**config.mk**
```make
export PLATFORM = sky130hd
export DESIGN_NAME = serial_word_tx_flat
export DESIGN_NICKNAME = d
export VERILOG_FILES = /design/src/rtl/serial_word_tx_pkg.sv /design/src/rtl/serial_word_tx_if.sv /design/src/rtl/serial_word_tx_baud_tick_counter.sv /design/src/rtl/serial_word_tx.sv /design/src/flat_wrapper.sv
export SDC_FILE = /design/constraint.sdc
export NUM_CORES = 1
export LEC_CHECK = 0
export CORE_UTILIZATION = 51
export CTS_BUF_LIST = sky130_fd_sc_hd__clkbuf_2
export DETAILED_ROUTE_END_ITERATION = 10
export GPL_ROUTABILITY_DRIVEN = 1
export PLACE_DENSITY_LB_ADDON = 0.2
export SLEW_MARGIN = 10
export SYNTH_ARGS = -nofsm -noshare
export SYNTH_HDL_FRONTEND = slang
export SYNTH_SLANG_ARGS = --single-unit
```
**constraint.sdc**
```tcl
create_clock -name clk -period 1.5 [get_ports clk]
set_input_delay 0.15 -clock clk [delete_from_list [all_inputs] [get_ports clk]]
set_output_delay 0.15 -clock clk [all_outputs]
set_load 0.02 [all_outputs]
```
**src/rtl/serial_word_tx_pkg.sv**
```systemverilog
// rtl/serial_word_tx_pkg.sv - shared types and constants for the serial word transmitter
// Purpose: frame state enumeration, data width and serial idle level.
// Ports: none (package).
package serial_tx_pkg;

    localparam int   DATA_W     = 4;
    localparam logic IDLE_LEVEL = 1'b1;

    typedef enum logic [2:0] {
        ST_IDLE   = 3'd0,
        ST_START  = 3'd1,
        ST_DATA   = 3'd2,
        ST_PARITY = 3'd3,
        ST_STOP   = 3'd4
    } state_t;

endpackage

```
**src/rtl/serial_word_tx_if.sv**
```systemverilog
// rtl/serial_word_tx_if.sv - word handshake and serial line bundle
// Purpose: groups the upstream word handshake with the serial/status outputs.
// Signals: in_valid/in_ready/in_data/msb_first (word handshake),
//          serial_out, busy, done (line and frame status).
// Modports: master = upstream word source and line observer, slave = transmitter.
interface serial_word_tx_if;
    import serial_tx_pkg::*;

    logic              in_valid;
    logic              in_ready;
    logic [DATA_W-1:0] in_data;
    logic              msb_first;
    logic              serial_out;
    logic              busy;
    logic              done;

    modport master (
        output in_valid, in_data, msb_first,
        input  in_ready, serial_out, busy, done
    );

    modport slave (
        input  in_valid, in_data, msb_first,
        output in_ready, serial_out, busy, done
    );

endinterface

```
**src/rtl/serial_word_tx_baud_tick_counter.sv**
```systemverilog
// rtl/serial_word_tx_baud_tick_counter.sv - bit-period counter
// Purpose: counts 0..CLKS_PER_BIT-1 and wraps; o_tick marks the last cycle of a bit.
// Ports: clk, rst (sync active-high), i_clear (hold count at 0), o_tick (last count).
module baud_tick_counter #(
    parameter int CLKS_PER_BIT = 4
) (
    input  logic clk,
    input  logic rst,
    input  logic i_clear,
    output logic o_tick
);

    localparam logic [7:0] LAST = 8'(CLKS_PER_BIT - 1);

    logic [7:0] r_count;

    always_ff @(posedge clk) begin
        if (rst || i_clear) begin
            r_count <= 8'd0;
        end else if (r_count == LAST) begin
            r_count <= 8'd0;
        end else begin
            r_count <= r_count + 8'd1;
        end
    end

    // Held at zero while cleared, so no tick can leak out of IDLE.
    assign o_tick = !i_clear && (r_count == LAST);

endmodule

```
**src/rtl/serial_word_tx.sv**
```systemverilog
// rtl/serial_word_tx.sv - 4-bit word to framed serial line transmitter
// Purpose: accepts a word on a valid/ready handshake and sends
//          start(0), 4 data bits, optional even parity, stop(1).
// Ports: clk, rst (sync active-high), bus (serial_word_tx_if.slave).
module serial_word_tx
    import serial_tx_pkg::*;
#(
    parameter int CLKS_PER_BIT = 4,
    parameter int PARITY_EN    = 1
) (
    input  logic               clk,
    input  logic               rst,
    serial_word_tx_if.slave    bus
);

    state_t            r_state;
    state_t            w_next;
    logic [DATA_W-1:0] r_shift;
    logic              r_msb;
    logic              r_parity;
    logic [1:0]        r_bit_idx;
    logic              w_tick;
    logic              w_idle;
    logic              w_accept;
    logic              w_data_bit;

    assign w_idle   = (r_state == ST_IDLE);
    assign w_accept = w_idle && bus.in_valid;

    // Counter sits at zero in IDLE so the first START cycle is count 0.
    baud_tick_counter #(
        .CLKS_PER_BIT (CLKS_PER_BIT)
    ) u_baud (
        .clk     (clk),
        .rst     (rst),
        .i_clear (w_idle),
        .o_tick  (w_tick)
    );

    always_ff @(posedge clk) begin
        if (rst) begin
            r_state <= ST_IDLE;
        end else begin
            r_state <= w_next;
        end
    end

    always_comb begin
        w_next = r_state;
        case (r_state)
            ST_IDLE:   if (bus.in_valid) w_next = ST_START;
            ST_START:  if (w_tick) w_next = ST_DATA;
            ST_DATA:   if (w_tick && (r_bit_idx == 2'd3))
                           w_next = (PARITY_EN != 0) ? ST_PARITY : ST_STOP;
            ST_PARITY: if (w_tick) w_next = ST_STOP;
            ST_STOP:   if (w_tick) w_next = ST_IDLE;
            default:   w_next = ST_IDLE;
        endcase
    end

    // Word is latched on the handshake; the outgoing bit always sits at the
    // end of the register that matches the latched order.
    always_ff @(posedge clk) begin
        if (rst) begin
            r_shift   <= '0;
            r_msb     <= 1'b0;
            r_parity  <= 1'b0;
            r_bit_idx <= 2'd0;
        end else if (w_accept) begin
            r_shift   <= bus.in_data;
            r_msb     <= bus.msb_first;
            r_parity  <= ^bus.in_data;
            r_bit_idx <= 2'd0;
        end else if ((r_state == ST_DATA) && w_tick) begin
            r_shift   <= r_msb ? {r_shift[DATA_W-2:0], 1'b0} : {1'b0, r_shift[DATA_W-1:1]};
            r_bit_idx <= r_bit_idx + 2'd1;
        end
    end

    assign w_data_bit = r_msb ? r_shift[DATA_W-1] : r_shift[0];

    always_comb begin
        bus.serial_out = IDLE_LEVEL;
        bus.in_ready   = 1'b0;
        bus.busy       = 1'b1;
        bus.done       = 1'b0;
        case (r_state)
            ST_IDLE: begin
                bus.in_ready = 1'b1;
                bus.busy     = 1'b0;
            end
            ST_START:  bus.serial_out = 1'b0;
            ST_DATA:   bus.serial_out = w_data_bit;
            ST_PARITY: bus.serial_out = r_parity;
            ST_STOP: begin
                bus.serial_out = 1'b1;
                bus.done       = w_tick;
            end
            default: begin
                bus.in_ready = 1'b1;
                bus.busy     = 1'b0;
            end
        endcase
    end

endmodule

```
**src/flat_wrapper.sv**
```systemverilog
// flat-port wrapper written by rule: the top's interface ports become plain ports
module serial_word_tx_flat import serial_tx_pkg::*;
#(
    parameter int CLKS_PER_BIT = 4,
    parameter int PARITY_EN    = 1
)
  (clk, rst, bus_in_valid, bus_in_data, bus_msb_first, bus_in_ready, bus_serial_out, bus_busy, bus_done);
  serial_word_tx_if bus_i ();
  input  logic clk;
  input  logic rst;
  input wire logic [$bits(bus_i.in_valid)-1:0] bus_in_valid;
  input wire logic [$bits(bus_i.in_data)-1:0] bus_in_data;
  input wire logic [$bits(bus_i.msb_first)-1:0] bus_msb_first;
  output wire logic [$bits(bus_i.in_ready)-1:0] bus_in_ready;
  output wire logic [$bits(bus_i.serial_out)-1:0] bus_serial_out;
  output wire logic [$bits(bus_i.busy)-1:0] bus_busy;
  output wire logic [$bits(bus_i.done)-1:0] bus_done;
  assign bus_i.in_valid = bus_in_valid;
  assign bus_i.in_data = bus_in_data;
  assign bus_i.msb_first = bus_msb_first;
  assign bus_in_ready = bus_i.in_ready;
  assign bus_serial_out = bus_i.serial_out;
  assign bus_busy = bus_i.busy;
  assign bus_done = bus_i.done;
  serial_word_tx #(.CLKS_PER_BIT(CLKS_PER_BIT), .PARITY_EN(PARITY_EN)) u_core (.clk(clk), .rst(rst), .bus(bus_i));
endmodule
```
==> summary.md <==
| Metric | Value |
|---|---|
| Status | `finished, violations left` |
| Violated checks | `negative setup slack` |
| CTS Hold Bufs | `0` |
| Hold/Removal Path Class | `input port to flop` |
| Peak Freq | `600 MHz` |
| First-pass DRT Iterations | `4` |
| Synth area leader | `dfxtp_1` |
| Largest family of logic cells by synthesized area | `simple AND/OR/NAND/NOR gates` |
| Final Skew | `0.00800 ns` |
| Synthesized area per cell | `9.38 um2` |
| Syn. warnings | `0` |
| Global Route Usage Sum | `0.229` |
| Number of vias per cell | `5.63` |
| Crit path time final | `1.67 ns` |
| Register bit count reported by yosys | `19` |
| Remaining DRCs | `0` |
| Vias in the first global route | `853` |
| Worst slack, placed | `-0.263 ns` |
| Post-synthesis net count | `116` |
| Hold Vio Cnt, Final | `0` |
| Largest net degree at the start of global routing | `12` |
| Seq/Total Area, Yosys | `0.382` |
| Top cells by count, synth | `19 x dfxtp_1, 13 x nor2_1, 9 x nand3_1` |
| Root buf cell | `clkbuf_2` |
| First-pass GRT wire length | `3.57 mm` |
| GPL Wtd Cong | `0.759` |
| Htree depth | `1` |
| Non-Filler Instances | `164` |
| Worst Setup Start Kind | `flop` |
| Final setup viols | `7` |
| IO buf count | `11` |
| Final Util | `0.806` |
| Top-count cell post-synth | `dfxtp_1` |
| Grt total ovfl | `0` |
| Synth cell types | `35` |
| Setup WS post-layout | `-0.168 ns` |
| CP endpoint kind | `primary output` |
| Count of final max-slew check failures | `0` |
| DR iter-0 viols | `13` |
| Rel. slew slack | `0.822` |
| Worst Max-Slew Pin Slew | `0.267 ns` |
| CP Max Fanout | `2` |
| Setup CP Type | `flop to primary output` |
| Cts bufs inserted | `3` |
| Power density cells | `642 nW/um2` |
| Layout cells sized above 1 | `0.446` |
| Ys flop type | `dfxtp_1` |
| Vias | `923` |
| Fraction of registers with async set or reset after synthesis | `0` |
| Period utilization | `1.11` |
| Initial Util | `0.558` |
| Core Region | `1780 um2` |
| Clk_lat worst skew | `0.30 ns` |
| Hold path cells | `3` |
| Mux share of post-synthesis cell area | `0.0403` |
| Peak VDD IR | `0.491 mV` |
| Diode count | `0` |
| Worst EP arrival | `1.52 ns` |
| Die X | `46.2 um` |
| Mapped Cells | `106` |
| Nets | `150` |
| Synth area leaders | `dfxtp_1 38%, xor2_1 6.2%, nor2_1 4.9%, nand3_1 4.5%, xnor2_1 4.4%` |
| Row cnt | `15` |
| Post-Syn Area | `995 um2` |
| Placed cell count | `158` |
| RSZ-0062 raised after global routing | `yes` |
| Worst Path Required | `1.35 ns` |
| TNS Setup | `-0.434 ns` |
| R2R depth | `6` |
| WL/cell | `16.0 um` |
| Adder-cell area share of the yosys netlist | `0.0252` |
| Max clock buf depth | `2` |
| Post-synth EDFFs | `0` |
| Xor/xnor share of the synthesized area | `0.106` |
| Antenna viol nets, final | `0` |
| Clock sinks | `19` |
| Max-Cap Viols | `0` |
| Die area | `2130 um2` |
| LEAKAGE | `0.564 nW` |
| CTS tree | `built` |
| Initial antenna violation count | `0` |
| Post-Synth Simple-Gate Area | `0.269` |
| Layout overhead on the synthesized area | `44.4%` |
| Yosys top cell area share | `0.382` |
| CTS clock-pin slew for the worst setup and hold paths | `0.19 ns` |
| DP HPWL | `1.62 mm` |
| Ports | `12` |
| Die Y-Extent | `46.2 um` |
| Synth Area in Compound Gates | `0.126` |
| WL final | `2.63 mm` |
## path summary, 6_finish.rpt
kind,start,to,slack (ns)
setup reg to reg,u_core.u_baud.r_count[1]$_SDFF_PP0_,u_core.r_state[0]$_SDFFE_PP0P_,-0.09
hold reg to reg,u_core.r_parity$_SDFFE_PP0P_,u_core.r_parity$_SDFFE_PP0P_,0.52
setup / recovery,u_core.u_baud.r_count[1]$_SDFF_PP0_,bus_done,-0.17
hold / removal,bus_msb_first,u_core.r_msb$_SDFFE_PP0P_,0.37
## critical path, stage by stage (launching register included)
cell     delay, ns
dfxtp_2       0.40
ha_4          0.14
nor4b_4       0.21
and2_4        0.19
and3_4        0.18
buf_6         0.11
## report_power, final
group / total (mW) / switching [mW] / internal, mW / leakage (nW)
Sequential: 0.534 / 0.0140 / 0.520 / 0.157
Clock: 0.227 / 0.156 / 0.0707 / 0.0166
Combinational: 0.161 / 0.0792 / 0.0820 / 0.390
Total: 0.922 / 0.250 / 0.673 / 0.564
## flip-flops by register name (all words and copies together) (netlist names)
signal and cells:
u_core.r_bit_idx 2, u_core.r_msb 1, u_core.r_parity 1, u_core.r_shift 4
u_core.r_state 3, u_core.u_baud.r_count 8
## cell usage in the layout, fill, tap and decap left out, types with 2 or more instances in the layout
| cell | Yosys | final |
|---|---|---|
| a21oi_1 | 4 | 3 |
| a311oi_2 | 1 | 2 |
| and3_1 | 3 | 2 |
| and3_4 | 0 | 2 |
| buf_4 | 0 | 21 |
| buf_6 | 2 | 4 |
| clkbuf_2 | 0 | 5 |
| clkdlybuf4s50_1 | 0 | 7 |
| dfxtp_1 | 19 | 13 |
| dfxtp_2 | 0 | 5 |
| inv_1 | 3 | 3 |
| mux2i_1 | 4 | 4 |
| nand2_1 | 8 | 8 |
| nand3_1 | 9 | 6 |
| nand3_4 | 0 | 2 |
| nor2_1 | 13 | 10 |
| nor2_2 | 0 | 2 |
| nor3_1 | 3 | 3 |
| xnor2_1 | 5 | 4 |
| xor2_1 | 7 | 7 |
## metrics by stage
stage	total power [mW]	instance area, um2	hold slack, ns
after floorplan	0.620	1010	0.219
after global placement	0.684	1280	0.500
after detailed placement	0.688	1280	0.501
after CTS	0.912	1360	0.372
after global routing	0.950	1440	0.400
final	0.922	1440	0.370
## area by class of cell
| class | instances | area [um2] |
|---|---|---|
| tap | 25 | 31.3 |
| inverter | 3 | 11.3 |
| multi-input combinational | 78 | 674 |
| fill | 103 | 347 |
| timing repair buffer | 35 | 309 |
| sequential | 19 | 390 |
| clock buffer | 4 | 20.0 |
## layer usage
| metal | vias up | wire length [um] | global-route usage |
|---|---|---|---|
| met2 | 25 | 1320 | 0.383 |
| met5 | - | 0 | 0 |
| li1 | 443 | - | - |
| met3 | 6 | 86 | 0.0275 |
| met1 | 449 | 1180 | 0.297 |
| met4 | 0 | 46 | 0.0882 |
## kinds of logic after synthesis
logic type,Yosys count
compound gates,15
xor+xnor,12
fa+ha+maj,2
buf+inv,9
flops,19
mux,4
simple gates,45
## repair_timing
item	CTS	global route
buffers inserted	2	3
pin swaps	11	6
endpoints found under the setup margin	12	19
resized for setup	31	16
Note: power is estimated with default switching activity, not from simulation.
